### src/rtl/player_pkg.sv
// Shared constants, state encoding and tile-index helper for the player controller.
package player_pkg;

   // USB HID keycodes for the movement keys
   localparam logic [7:0] KEY_A = 8'h04;
   localparam logic [7:0] KEY_D = 8'h07;
   localparam logic [7:0] KEY_W = 8'h1A;
   localparam logic [7:0] KEY_S = 8'h16;

   // Wall bit positions inside each 4-bit corner bound word
   localparam int unsigned BND_LEFT  = 0;
   localparam int unsigned BND_RIGHT = 1;
   localparam int unsigned BND_UP    = 2;
   localparam int unsigned BND_DOWN  = 3;

   localparam int unsigned POS_W  = 10;
   localparam int unsigned SPOS_W = 11;
   localparam int unsigned STEP_W = 3;

   typedef enum logic [1:0] {
      PLAY  = 2'd0,
      DYING = 2'd1
   } state_t;

   // Linear tile index of the tile that contains pixel (x, y)
   function automatic logic [31:0] tile_index(input logic [POS_W-1:0] x,
                                              input logic [POS_W-1:0] y,
                                              input int unsigned      shift,
                                              input int unsigned      cols);
      logic [31:0] row;
      logic [31:0] col;
      row = 32'(y) >> shift;
      col = 32'(x) >> shift;
      return row * cols + col;
   endfunction

endpackage

### src/rtl/bcd_counter.sv
// Multi-digit BCD up-counter with synchronous clear; saturates at all nines.
module bcd_counter #(
   parameter int unsigned DIGITS = 3
) (
   input  logic                  clk,
   input  logic                  rst,
   input  logic                  clr,
   input  logic                  inc,
   output logic [4*DIGITS-1:0]   count
);

   logic [4*DIGITS-1:0] count_q;
   logic [4*DIGITS-1:0] count_d;
   logic [4*DIGITS-1:0] count_inc;
   logic                all_nines;
   logic                carry;

   // Ripple the +1 through every digit and detect the saturation value
   always_comb begin
      count_inc = count_q;
      all_nines = 1'b1;
      carry     = 1'b1;
      for (int i = 0; i < int'(DIGITS); i++) begin
         if (count_q[4*i +: 4] != 4'd9) all_nines = 1'b0;
         if (carry) begin
            if (count_q[4*i +: 4] == 4'd9) begin
               count_inc[4*i +: 4] = 4'd0;
            end else begin
               count_inc[4*i +: 4] = count_q[4*i +: 4] + 4'd1;
               carry               = 1'b0;
            end
         end
      end
   end

   // Clear wins over increment; a saturated counter holds
   always_comb begin
      count_d = count_q;
      if (clr)                   count_d = '0;
      else if (inc && !all_nines) count_d = count_inc;
   end

   // Counter register
   always_ff @(posedge clk) begin
      if (rst) count_q <= '0;
      else     count_q <= count_d;
   end

   assign count = count_q;

endmodule

### src/rtl/player_ctrl_gen.sv
// Player sprite controller: keycode decode, per-axis tile collision, screen clamp,
// death/respawn FSM and BCD death counter.
// Optional build macro PLAYER_ACCEL_EN: per-axis speed ramps from 1 up to SPEED.
module player_ctrl_gen
   import player_pkg::*;
#(
   parameter int unsigned SPEED          = 2,
   parameter int unsigned PLAYER_SIZE    = 20,
   parameter int unsigned TILE_SHIFT     = 5,
   parameter int unsigned GRID_COLS      = 20,
   parameter int unsigned IDX_W          = 12,
   parameter int unsigned X_MAX          = 639,
   parameter int unsigned Y_MAX          = 479,
   parameter int unsigned RESPAWN_FRAMES = 30,
   parameter int unsigned DEATH_DIGITS   = 3,
   parameter int unsigned KEY_SLOTS      = 4
) (
   input  logic                      frame_clk,
   input  logic                      Reset,
   input  logic                      dead,
   input  logic                      initialize_level,
   input  logic                      new_level,
   input  logic [8*KEY_SLOTS-1:0]    keycode,
   input  logic [9:0]                spawn_x,
   input  logic [9:0]                spawn_y,
   input  logic [3:0]                tl_bound,
   input  logic [3:0]                tr_bound,
   input  logic [3:0]                bl_bound,
   input  logic [3:0]                br_bound,
   output logic [9:0]                PlayerX,
   output logic [9:0]                PlayerY,
   output logic [9:0]                PlayerS,
   output logic [IDX_W-1:0]          tl_index,
   output logic [IDX_W-1:0]          tr_index,
   output logic [IDX_W-1:0]          bl_index,
   output logic [IDX_W-1:0]          br_index,
   output logic                      player_visible,
   output logic [1:0]                state_o,
   output logic [4*DEATH_DIGITS-1:0] death_bcd
);

   localparam int unsigned TILE  = 1 << TILE_SHIFT;
   localparam int unsigned CNT_W = (RESPAWN_FRAMES > 1) ? $clog2(RESPAWN_FRAMES) : 1;
   localparam logic signed [SPOS_W-1:0] HALF_S  = SPOS_W'(PLAYER_SIZE / 2);
   localparam logic signed [SPOS_W-1:0] XMAX_S  = SPOS_W'(X_MAX);
   localparam logic signed [SPOS_W-1:0] YMAX_S  = SPOS_W'(Y_MAX);

   state_t             state_q, state_d;
   logic [POS_W-1:0]   x_q, x_d, y_q, y_d;
   logic               vis_q, vis_d;
   logic [CNT_W-1:0]   cnt_q, cnt_d;
   logic               death_inc, death_clr;
   logic               lvl_load;

   logic               key_a, key_d, key_w, key_s;
   logic               mv_l, mv_r, mv_u, mv_dn;
   logic [STEP_W-1:0]  step_x, step_y;
   logic signed [SPOS_W-1:0] xs, ys, l_e, r_e, t_e, b_e;
   logic [TILE_SHIFT-1:0]    l_off, r_off, t_off, b_off;
   logic               blk_l, blk_r, blk_u, blk_dn;
   logic signed [SPOS_W-1:0] nx, ny;
   logic               unused_ok;

`ifdef PLAYER_ACCEL_EN
   logic [STEP_W-1:0]  spd_x_q, spd_x_d, spd_y_q, spd_y_d;
   logic               neg_x_q, neg_x_d, neg_y_q, neg_y_d;
   logic [STEP_W-1:0]  spd_x_nx, spd_y_nx;
`endif

   assign lvl_load = initialize_level | new_level;

   // Collect the movement keys from every slot, independent of slot order
   always_comb begin
      key_a = 1'b0;
      key_d = 1'b0;
      key_w = 1'b0;
      key_s = 1'b0;
      for (int k = 0; k < int'(KEY_SLOTS); k++) begin
         if (keycode[8*k +: 8] == KEY_A) key_a = 1'b1;
         if (keycode[8*k +: 8] == KEY_D) key_d = 1'b1;
         if (keycode[8*k +: 8] == KEY_W) key_w = 1'b1;
         if (keycode[8*k +: 8] == KEY_S) key_s = 1'b1;
      end
      mv_l  = key_a & ~key_d;
      mv_r  = key_d & ~key_a;
      mv_u  = key_w & ~key_s;
      mv_dn = key_s & ~key_w;
   end

   // Sprite edges and corner tile indices from the registered centre
   always_comb begin
      xs  = signed'({1'b0, x_q});
      ys  = signed'({1'b0, y_q});
      l_e = xs - HALF_S;
      r_e = xs + HALF_S;
      t_e = ys - HALF_S;
      b_e = ys + HALF_S;
      l_off = l_e[TILE_SHIFT-1:0];
      r_off = r_e[TILE_SHIFT-1:0];
      t_off = t_e[TILE_SHIFT-1:0];
      b_off = b_e[TILE_SHIFT-1:0];
      tl_index = IDX_W'(tile_index(POS_W'(l_e), POS_W'(t_e), TILE_SHIFT, GRID_COLS));
      tr_index = IDX_W'(tile_index(POS_W'(r_e), POS_W'(t_e), TILE_SHIFT, GRID_COLS));
      bl_index = IDX_W'(tile_index(POS_W'(l_e), POS_W'(b_e), TILE_SHIFT, GRID_COLS));
      br_index = IDX_W'(tile_index(POS_W'(r_e), POS_W'(b_e), TILE_SHIFT, GRID_COLS));
   end

`ifdef PLAYER_ACCEL_EN
   // Step ramps while the same direction stays held, restarting at 1 otherwise
   always_comb begin
      step_x = STEP_W'(1);
      step_y = STEP_W'(1);
      if (spd_x_q != '0 && neg_x_q == mv_l)
         step_x = (spd_x_q >= STEP_W'(SPEED)) ? STEP_W'(SPEED) : spd_x_q + STEP_W'(1);
      if (spd_y_q != '0 && neg_y_q == mv_u)
         step_y = (spd_y_q >= STEP_W'(SPEED)) ? STEP_W'(SPEED) : spd_y_q + STEP_W'(1);
   end
`else
   // Constant step
   always_comb begin
      step_x = STEP_W'(SPEED);
      step_y = STEP_W'(SPEED);
   end
`endif

   // Per-axis wall test, move and screen clamp
   always_comb begin
      blk_l  = mv_l  && (32'(l_off) < 32'(step_x)) &&
               (tl_bound[BND_LEFT] || bl_bound[BND_LEFT]);
      blk_r  = mv_r  && (32'(r_off) >= 32'(TILE) - 32'(step_x)) &&
               (tr_bound[BND_RIGHT] || br_bound[BND_RIGHT]);
      blk_u  = mv_u  && (32'(t_off) < 32'(step_y)) &&
               (tl_bound[BND_UP] || tr_bound[BND_UP]);
      blk_dn = mv_dn && (32'(b_off) >= 32'(TILE) - 32'(step_y)) &&
               (bl_bound[BND_DOWN] || br_bound[BND_DOWN]);

      nx = xs;
      if (mv_l && !blk_l)      nx = xs - signed'(SPOS_W'(step_x));
      else if (mv_r && !blk_r) nx = xs + signed'(SPOS_W'(step_x));
      if (nx - HALF_S < 0)             nx = HALF_S;
      else if (nx + HALF_S > XMAX_S)   nx = XMAX_S - HALF_S;

      ny = ys;
      if (mv_u && !blk_u)        ny = ys - signed'(SPOS_W'(step_y));
      else if (mv_dn && !blk_dn) ny = ys + signed'(SPOS_W'(step_y));
      if (ny - HALF_S < 0)             ny = HALF_S;
      else if (ny + HALF_S > YMAX_S)   ny = YMAX_S - HALF_S;
   end

`ifdef PLAYER_ACCEL_EN
   // Speed carried into the next frame; zero when idle or blocked
   always_comb begin
      spd_x_nx = ((mv_l && !blk_l) || (mv_r && !blk_r)) ? step_x : '0;
      spd_y_nx = ((mv_u && !blk_u) || (mv_dn && !blk_dn)) ? step_y : '0;
   end
`endif

   // FSM state register
   always_ff @(posedge frame_clk) begin
      if (Reset) state_q <= PLAY;
      else       state_q <= state_d;
   end

   // FSM next state: level load overrides, then death, then freeze expiry
   always_comb begin
      state_d = state_q;
      if (lvl_load) begin
         state_d = PLAY;
      end else begin
         case (state_q)
            PLAY:    if (dead) state_d = DYING;
            DYING:   if (cnt_q == '0) state_d = PLAY;
            default: state_d = PLAY;
         endcase
      end
   end

   // FSM outputs: next position, visibility, freeze counter, death counter strobes
   always_comb begin
      x_d       = x_q;
      y_d       = y_q;
      vis_d     = vis_q;
      cnt_d     = cnt_q;
      death_inc = 1'b0;
      death_clr = 1'b0;
`ifdef PLAYER_ACCEL_EN
      spd_x_d = '0;
      spd_y_d = '0;
      neg_x_d = neg_x_q;
      neg_y_d = neg_y_q;
`endif
      if (lvl_load) begin
         x_d       = spawn_x;
         y_d       = spawn_y;
         vis_d     = 1'b1;
         cnt_d     = '0;
         death_clr = 1'b1;
      end else begin
         case (state_q)
            PLAY: begin
               if (dead) begin
                  x_d       = spawn_x;
                  y_d       = spawn_y;
                  vis_d     = 1'b0;
                  cnt_d     = CNT_W'(RESPAWN_FRAMES - 1);
                  death_inc = 1'b1;
               end else begin
                  x_d = POS_W'(nx);
                  y_d = POS_W'(ny);
`ifdef PLAYER_ACCEL_EN
                  spd_x_d = spd_x_nx;
                  spd_y_d = spd_y_nx;
                  neg_x_d = mv_l;
                  neg_y_d = mv_u;
`endif
               end
            end
            DYING: begin
               if (cnt_q == '0) vis_d = 1'b1;
               else             cnt_d = cnt_q - CNT_W'(1);
            end
            default: vis_d = 1'b1;
         endcase
      end
   end

   // Datapath registers
   always_ff @(posedge frame_clk) begin
      if (Reset) begin
         x_q   <= spawn_x;
         y_q   <= spawn_y;
         vis_q <= 1'b1;
         cnt_q <= '0;
      end else begin
         x_q   <= x_d;
         y_q   <= y_d;
         vis_q <= vis_d;
         cnt_q <= cnt_d;
      end
   end

`ifdef PLAYER_ACCEL_EN
   // Velocity registers
   always_ff @(posedge frame_clk) begin
      if (Reset) begin
         spd_x_q <= '0;
         spd_y_q <= '0;
         neg_x_q <= 1'b0;
         neg_y_q <= 1'b0;
      end else begin
         spd_x_q <= spd_x_d;
         spd_y_q <= spd_y_d;
         neg_x_q <= neg_x_d;
         neg_y_q <= neg_y_d;
      end
   end
`endif

   bcd_counter #(
      .DIGITS (DEATH_DIGITS)
   ) u_bcd (
      .clk   (frame_clk),
      .rst   (Reset),
      .clr   (death_clr),
      .inc   (death_inc),
      .count (death_bcd)
   );

   assign PlayerX        = x_q;
   assign PlayerY        = y_q;
   assign PlayerS        = 10'(PLAYER_SIZE);
   assign player_visible = vis_q;
   assign state_o        = state_q;

   // Bound bits that face away from a corner never gate motion
   assign unused_ok = ^{tl_bound[BND_RIGHT], tl_bound[BND_DOWN],
                        tr_bound[BND_LEFT],  tr_bound[BND_DOWN],
                        bl_bound[BND_RIGHT], bl_bound[BND_UP],
                        br_bound[BND_LEFT],  br_bound[BND_UP],
                        l_e[SPOS_W-1], r_e[SPOS_W-1], t_e[SPOS_W-1], b_e[SPOS_W-1]};

endmodule

### config.mk
export PLATFORM = sky130hd
export DESIGN_NAME = player_ctrl_gen
export DESIGN_NICKNAME = d
export VERILOG_FILES = /design/src/rtl/player_pkg.sv /design/src/rtl/bcd_counter.sv /design/src/rtl/player_ctrl_gen.sv
export SDC_FILE = /design/constraint.sdc
export NUM_CORES = 1
export LEC_CHECK = 0
export BUFFER_PORTS_ARGS = -buffer_cell sky130_fd_sc_hd__buf_2
export CAP_MARGIN = 40
export CORE_MARGIN = 10
export CORE_UTILIZATION = 45
export CTS_CLUSTER_SIZE = 40
export DETAILED_ROUTE_END_ITERATION = 12
export GPL_TIMING_DRIVEN = 0
export PLACE_DENSITY = 0.72
export SLEW_MARGIN = 20
export SYNTH_ARGS = -nofsm -noshare
export SYNTH_HDL_FRONTEND = slang
export SYNTH_SLANG_ARGS = --single-unit
### constraint.sdc
create_clock -name frame_clk -period 11.5 [get_ports frame_clk]
set_input_delay 1.15 -clock frame_clk [delete_from_list [all_inputs] [get_ports frame_clk]]
set_output_delay 1.15 -clock frame_clk [all_outputs]
set_load 0.02 [all_outputs]
==> results of run 1 <==
worst max-delay path: stages (launching register included):
cell	delay [ns]
edfxtp_1	0.37
clkbuf_1	0.40
clkbuf_1	0.39
o21ai_0	0.25
nand2_1	0.14
xnor2_1	0.22
ha_1	0.30
ha_1	0.22
inv_1	0.07
fa_1	0.47
nand2b_1	0.20
nor2_1	0.16
o21ai_0	0.14
xnor2_1	0.14
buf_2	0.19
area by class of cell:
type | instances | area, um^2 | area share [%]
Clock buffer | 7 | 133 | 2.04
Sequential cell | 39 | 981 | 15.1
Timing Repair Buffer | 138 | 701 | 10.8
Inverter | 37 | 139 | 2.14
Tap cell | 143 | 179 | 2.76
Buffer | 51 | 289 | 4.46
Clock inverter | 1 | 30.0 | 0.463
Multi-Input combinational cell | 565 | 4040 | 62.2
logic make-up (layout without fill, tap and decap cells):
| kind of cell | after synthesis | after routing | synth area share (%) |
|---|---|---|---|
| muxes | 4 | 4 | 0.767 |
| and+or+nand+nor | 262 | 262 | 27.0 |
| other | 2 | 19 | 0.140 |
| DFF | 39 | 39 | 18.2 |
| buffers and inverters | 88 | 234 | 7.95 |
| AOI/OAI and AO/OA | 160 | 160 | 21.3 |
| adders and majority gates | 46 | 46 | 11.5 |
| xor gates and xnor gates | 74 | 74 | 13.1 |
metrics by stage:
step / total power [W] / worst slack [ns]
after floorplan: 0.000501 / 6.66
after global placement: 0.000631 / 6.14
after detailed placement: 0.000634 / 6.20
after CTS: 0.000794 / 6.43
after global routing: 0.000848 / 6.09
final: 0.000792 / 6.40
layer usage:
metal	vias up	routed length, um
li1	2743	-
met5	-	13
met3	26	1530
met4	2	274
met1	2462	6530
met2	181	6780
power by group through the flow:
stage | Sequential [W] | Combinational (W) | Clock (W)
floorplan | 0.000171 | 0.000331 | 0
global placement | 0.000164 | 0.000467 | 0
detailed placement | 0.000165 | 0.000470 | 0
CTS | 0.000162 | 0.000472 | 0.000160
global route | 0.000163 | 0.000519 | 0.000166
finish | 0.000162 | 0.000471 | 0.000160
Yosys cell counts, types with 5 or more instances:
cell / count / area, um^2
a211o_1: 7 / 61.3
a21o_1: 10 / 75.1
a21oi_1: 28 / 140
a31oi_1: 10 / 62.6
and2_1: 7 / 43.8
and3_1: 11 / 68.8
buf_4: 23 / 173
clkbuf_1: 22 / 82.6
dfxtp_1: 19 / 380
edfxtp_1: 20 / 601
fa_1: 6 / 120
ha_1: 40 / 500
inv_1: 37 / 139
nand2_1: 52 / 195
nand2b_1: 11 / 68.8
nand3_1: 18 / 90.1
nand4_1: 17 / 106
nor2_1: 59 / 221
nor2b_1: 24 / 150
nor3_1: 14 / 70.1
nor4_1: 11 / 68.8
o21a_1: 6 / 45.0
o21ai_0: 34 / 170
o22ai_1: 7 / 43.8
o31ai_1: 7 / 52.6
or3_1: 6 / 37.5
xnor2_1: 47 / 412
xnor2_2: 5 / 81.3
xor2_1: 21 / 184
registers in the layout (all words and copies together) (netlist names):
register        count
u_bcd.count        12
PlayerX            10
PlayerY            10
cnt_q               5
player_visible      1
state_o             1
path summary, 6_finish.rpt:
| check | start | to | cells after the start |
|---|---|---|---|
| setup / recovery | PlayerY[3] | tr_index[8] | 14 |
| hold / removal | player_visible | player_visible | 2 |
| setup reg to reg | PlayerY[1] | PlayerY[8] | 18 |
| hold reg to reg | player_visible | player_visible | 2 |
==> results.md, run 1 <==
* Yosys reg bits at 39
* Flop pwr share at about a fifth
* VDD IR max at approximately 0.000096 V
* Finished Cell Area at approximately 6500 um^2
* Fin crit period at ~5 ns
* ANT cells at 0
* Tcrit/Tclk final at around 44%
* Gpl congestion at approximately 0.9
* # fillers at between 1000 and 1500
* Initial Util at between 40% and 50%
* Final Util at 56.1%
* CTS tree: yes
* M3 GR Usage at 5.59%
* Static Leakage at about 2.8 nW
* Seq/Total Area, Yosys at a little under a fifth
* Max clock buf depth at 2
* # resized after CTS at 0
* Post-synth cell types at 84
* Worst EP arrival at a little under 4 ns
* CTS Hold Bufs at 0
* Clock skew at roughly 0.0067 ns
* Slack of the worst reg-to-reg path at approximately 7 ns
* Core box area at 11600 um^2
* Layout cells sized above 1 at approximately a quarter
* # clock sinks at 39
* Total GRT Usage at 17.4%
* Data required time at the worst endpoint at between 10 and 15 ns
* Hpwl dp at between 10000 and 15000 um
* Die Height at 129 um
* Combinational Power Share at about three fifths
* Pint at 0.000434 W
* Fraction of registers with async set/reset at 0%
* Number of DRC markers in iteration 0 at 364
* # H-tree levels at 2
* RSZ-0062 raised after global routing: no
* Hold slack at slightly above 0.5 ns
* Routed len/inst at approximately 15 um
* Post-Route WL at roughly 15000 um
* Boundary Pins at between 150 and 200
* # Max-Cap Violations at 0
* Fmax at just under 200 MHz
* Cell Pwr Density at 122 nW/um^2
* Number of I/O port buffers at 137
* Yosys warning count at 0
* Crit path max fanout at 10
* Switch share at 45.2%
* TritonRoute pass-1 iters at 4
* Antenna violations before repair at 1
* Outcome: finished clean
* Clock network fraction of total power at between 20% and 30%
* Synthesis-to-layout area growth at 20.6%
* Relative slew slack at 47.0%
* Met2 Usage GRT at 28.6%
* DP Cell Count at around 1000
* M1 GR Usage at 21.4%
* Worst setup EP type: primary output
* Antenna Nets Post-Route at 0
* Fin. max-slew vios at 0
* Psw at between 0.0003 and 0.0004 W
* CP Class: reg -> out
* Largest net degree at the start of global routing at 21
* Via count at ~5400
* CTS buffer count at 5
* GR peak layer: met2
* CTS root buf: clkbuf_16
* Fin. Hold Viols at 0
* Synthesized cell area at 5380 um^2
* Syn Inst Count at between 600 and 700
* Worst-Margin Slew at 0.783 ns
* Global route overflow at 0
* Clock Latency Late Sink at 0.28 ns
* Final setup viols at 0
* Nets at roughly 960
* Reg clk slew, reported paths at about 0.050 ns
* Die width at roughly 130 um
* Setup TNS at 0 ns
* Via/cell ratio at roughly 5.5
* DR DRC count at 0
* Commonest non-fill, non-tap cell in the layout: buf_2
* Most frequent cells in the layout: buf_2, nor2_1, nand2_1
* Number of enable flip-flop cells after synthesis at 20
* Min-delay worst type: reg -> reg
* Post-CTS Setup Inserts at 0
* Row count at 39
* Die area at 16700 um^2
* Mapped Avg Cell Area at 7.97 um^2
* Dpl cell area at approximately 6300 um^2
* Worst setup SP type: register
* Layout Cells excl Fill at ~980
* Ys flop type: edfxtp_1
* Vias in the first global route at approximately 5300
* First-pass GRT wire length at about 25000 um
Power figures use the tool's default switching activity.
==> run 2: changes to the inputs <==
--- a/config.mk
+++ b/config.mk
@@ -5,6 +5,7 @@
 export SDC_FILE = /design/constraint.sdc
 export NUM_CORES = 1
 export LEC_CHECK = 0
+export ABC_AREA = 1
 export BUFFER_PORTS_ARGS = -buffer_cell sky130_fd_sc_hd__buf_2
 export CAP_MARGIN = 40
 export CORE_MARGIN = 10
@@ -12,7 +13,7 @@
 export CTS_CLUSTER_SIZE = 40
 export DETAILED_ROUTE_END_ITERATION = 12
 export GPL_TIMING_DRIVEN = 0
-export PLACE_DENSITY = 0.72
+export PLACE_DENSITY = 0.7
 export SLEW_MARGIN = 20
 export SYNTH_ARGS = -nofsm -noshare
 export SYNTH_HDL_FRONTEND = slang
==> constraint.sdc (replaced) <==
create_clock -name frame_clk -period 5.2 [get_ports frame_clk]
set_input_delay 0.52 -clock frame_clk [delete_from_list [all_inputs] [get_ports frame_clk]]
set_output_delay 0.52 -clock frame_clk [all_outputs]
set_load 0.02 [all_outputs]
==> run 2 against run 1 <==
Effect of this change: total power increased by 120%; via count increased by 16%; sequential cell count unchanged; count of clock-buffer cells in the layout decreased by 2; wire length increased by 12%; clock skew decreased by 0.0018 ns; sequential share of layout area decreased by 1.5 points; die area increased by 10%; area after synthesis increased by 12%; critical path depth unchanged; synthesized cell count increased by 43%; global-route usage increased by 0.39 points; critical path type unchanged.
==> results.md, run 2 <==
* Outcome: finished clean
* Min-delay worst type: reg -> reg
* CP max-delay cell: edfxtp_1
* Max clock buf depth at 2 (unchanged)
* Post-CTS Setup Inserts at 0 (unchanged)
* Reg clk slew, reported paths at 0.06 ns (about the same)
* Post-synth top cells: nand2_1, inv_1, nor2_1
* CTS root buf: clkbuf_16
* # resized after CTS at 0 (unchanged)
* CP peak stage delay at 0.48 ns (about the same)
* Boundary Pins at 166 (unchanged)
* Static Leakage at 3.84 nW (+35%)
* Largest net degree at the start of global routing at 19 (-9.5%)
* Total GRT Usage at 17.8% (+0.39 points)
* Routed len/inst at 13.0 um (-16%)
* Layout cells sized above 1 at 22.2% (-1.9 points)
* Synthesis-to-layout area growth at 18.9%
* Hpwl dp at 14400 um (+16%)
* Ys flop type: edfxtp_1
* Worst reg2reg path depth at 23 (+5)
* Via/cell ratio at 4.79 (-13%)
* Core box area at 13200 um^2 (+14%)
* CTS buffer count at 5 (unchanged)
* Yosys reg bits at 39 (unchanged)
* CP bufs+invs at 4 (unchanged)
* Synth Area in Simple Gates at 40.2% (+13 points)
* Worst-path cell chain: buf_2, nor2_1, nand2_1, xor2_1, inv_1, ha_1, ha_1, inv_1, fa_1, xnor2_1, nand2_1, nor2_1, xor2_1, buf_2
* Fmax at 226 MHz
* Most frequent cells in the layout: nand2_1, buf_2, inv_1
* Number of flip-flops in the largest register at 12 (unchanged)
* Antenna violations before repair at 2 (+1)
* Post-synth cell types at 52 (-38%)
* Dominant cell type by area after synthesis: nand2_1
* CTS tree: yes
* Syn Inst Count at 967 (+43%)
* Crit path depth at 14 (unchanged)
* Synth Area in Compound Gates at 8.56% (-13 points)
* Nets at 1248 (+31%)
* Worst setup EP type: primary output
* Final setup viols at 0 (unchanged)
* Final Util at 54.6% (-1.5 points)
* Power Total at 0.00176 W (+120%)
* DR DRC count at 0 (unchanged)
* # H-tree levels at 2 (unchanged)
* Setup TNS at 0 ns (unchanged)
* TritonRoute pass-1 iters at 6 (+2)
* Xor/xnor share of the synthesized area at 9.82% (-3.3 points)
* Multi-input logic area at 4240 um^2 (+5.0%)
* Tcrit/Tclk final at between 80% and 90%
* Worst hold stages at 1 (-1)
* Fin. max-slew vios at 0 (unchanged)
* Seq/Total Area, Yosys at 16.2% (-2.0 points)
* Area share of the largest cell type after synthesis at 14.7% (+3.5 points)
* Fin crit period at about 4.4 ns
* Worst setup SP type: register
* Data required time at the worst endpoint at 4.68 ns (-5.67 ns)
* # Max-Cap Violations at 0 (unchanged)
* Fin. Hold Viols at 0 (unchanged)
* Worst EP arrival at 3.90 ns (-0.05 ns)
* Number of enable flip-flop cells after synthesis at 20 (unchanged)
* Clock Latency Late Sink at 0.29 ns (about the same)
* Most frequent cell after synthesis: nand2_1
* CTS Hold Bufs at 0 (unchanged)
* Commonest non-fill, non-tap cell in the layout: nand2_1
* Main combinational cell family by area after synthesis: simple AND/OR/NAND/NOR gates
* # clock sinks at 39 (unchanged)
* Die width at 136 um (+5.1%)
* RSZ-0062 raised after global routing: no
* Die Height at 136 um (+5.1%)
* First-pass GRT wire length at 27900 um (+14%)
* Worst-Margin Slew at 0.720 ns (-0.0639 ns)
* Number of I/O port buffers at 138 (+0.73%)
* Die area at 18500 um^2 (+10%)
* Relative slew slack at 52.0% (+4.9 points)
* Via count at 6258 (+16%)
* Initial Util at 45.9% (-0.66 points)
* Post-Route WL at 17000 um (+12%)
* Global route overflow at 0 (unchanged)
* Gpl congestion at 0.891 (+0.63%)
* Row count at 42 (+7.7%)
* Antenna Nets Post-Route at 0 (unchanged)
* Synthesized cell area at 6050 um^2 (+12%)
* Mux cell area share after synthesis at 0% (-0.77 points)
* Mapped Avg Cell Area at 6.26 um^2 (-22%)
* Cell Pwr Density at 245 nW/um^2 (+100%)
* Crit-path leading delay family: XOR/XNOR gates
* Crit path max fanout at 10 (unchanged)
* Vias in the first global route at 5939 (+13%)
* Synth area leaders: nand2_1, edfxtp_1, inv_1, ha_1, xor2_1
* Number of DRC markers in iteration 0 at 361 (-0.82%)
* Fraction of registers with async set/reset at 0% (unchanged)
* Yosys warning count at 0 (unchanged)
* Clock skew at 0.00493 ns (-0.00180 ns)
* # fillers at 1380 (+24%)
* VDD IR max at 0.000210 V (+120%)
* FF/Latch Area at 981 um^2 (unchanged)
* Adder-Cell Fraction of Synth Area at 10.3% (-1.3 points)
* CP Class: reg -> out
run 2: cell count changes in the layout (fill, tap and decap cells not counted), sizes merged, moves of 12 or more:
cell,before,now
xor2,21,58
nand2,53,254
nand3,18,72
clkbuf,31,9
xnor2,53,9
nor2b,24,0
nor4,13,1
inv,37,155
nor2,59,144
run 2: layer usage:
| metal | GRT usage (%) | part of all wire (%) | up-vias | wire length (um) |
|---|---|---|---|---|
| met1 | 22.2 | 45 | 2722 | 7690 |
| met3 | 5.65 | 9.9 | 18 | 1680 |
| met2 | 29.0 | 43 | 185 | 7370 |
| met4 | 4.38 | 1.2 | 2 | 211 |
| met5 | 0 | 0.041 | - | 7 |
| li1 | - | - | 3331 | - |
run 2: per-stage QoR:
stage	hold WS, ns	area [um^2]	setup WS (ns)	std cells
6_report	0.474	7200	0.776	1307
4_1_cts	0.478	7190	0.745	1306
2_1_floorplan	0.457	6110	1.39	984
3_5_place_dp	0.464	7030	1.07	1298
5_1_grt	0.502	7190	0.476	1306
3_3_place_gp	0.461	7030	1.09	1298
run 2: power by group:
group / leakage [nW] / internal (W) / total, W / switching [W]
clock network: 0.0838 / 0.000226 / 0.000355 / 0.000129
logic: 3.39 / 0.000361 / 0.00105 / 0.000687
registers: 0.366 / 0.000340 / 0.000356 / 0.0000168
total: 3.84 / 0.000927 / 0.00176 / 0.000833
run 2: path summary, 6_finish.rpt:
path	from	to	slack, ns
worst max-delay path	PlayerY[4]	tr_index[8]	0.78
worst min-delay path	u_bcd.count[4]	u_bcd.count[4]	0.47
worst max register to register	PlayerY[1]	PlayerY[0]	1.67
worst min register to register	u_bcd.count[4]	u_bcd.count[4]	0.47
run 2: area by class of cell:
type | instances | share of cell area, %
Inverter | 159 | 8.33
Clock inverter | 3 | 0.608
Antenna cell | 1 | 0.0348
Timing Repair Buffer | 138 | 9.60
Buffer | 42 | 4.12
Clock buffer | 5 | 1.74
Sequential cell | 39 | 13.6
Multi-Input combinational cell | 744 | 58.9
Tap cell | 176 | 3.06
run 2: logic make-up (layout without fill, tap and decap cells):
family                   Yosys count  count (layout)
adder cells (fa/ha/maj)           46              46
AND/OR/NAND/NOR                  525             525
XOR/XNOR                          67              67
flip-flops                        39              39
other                              2              20
AO/OA/AOI/OAI                     87              87
buffers and inverters            201             347
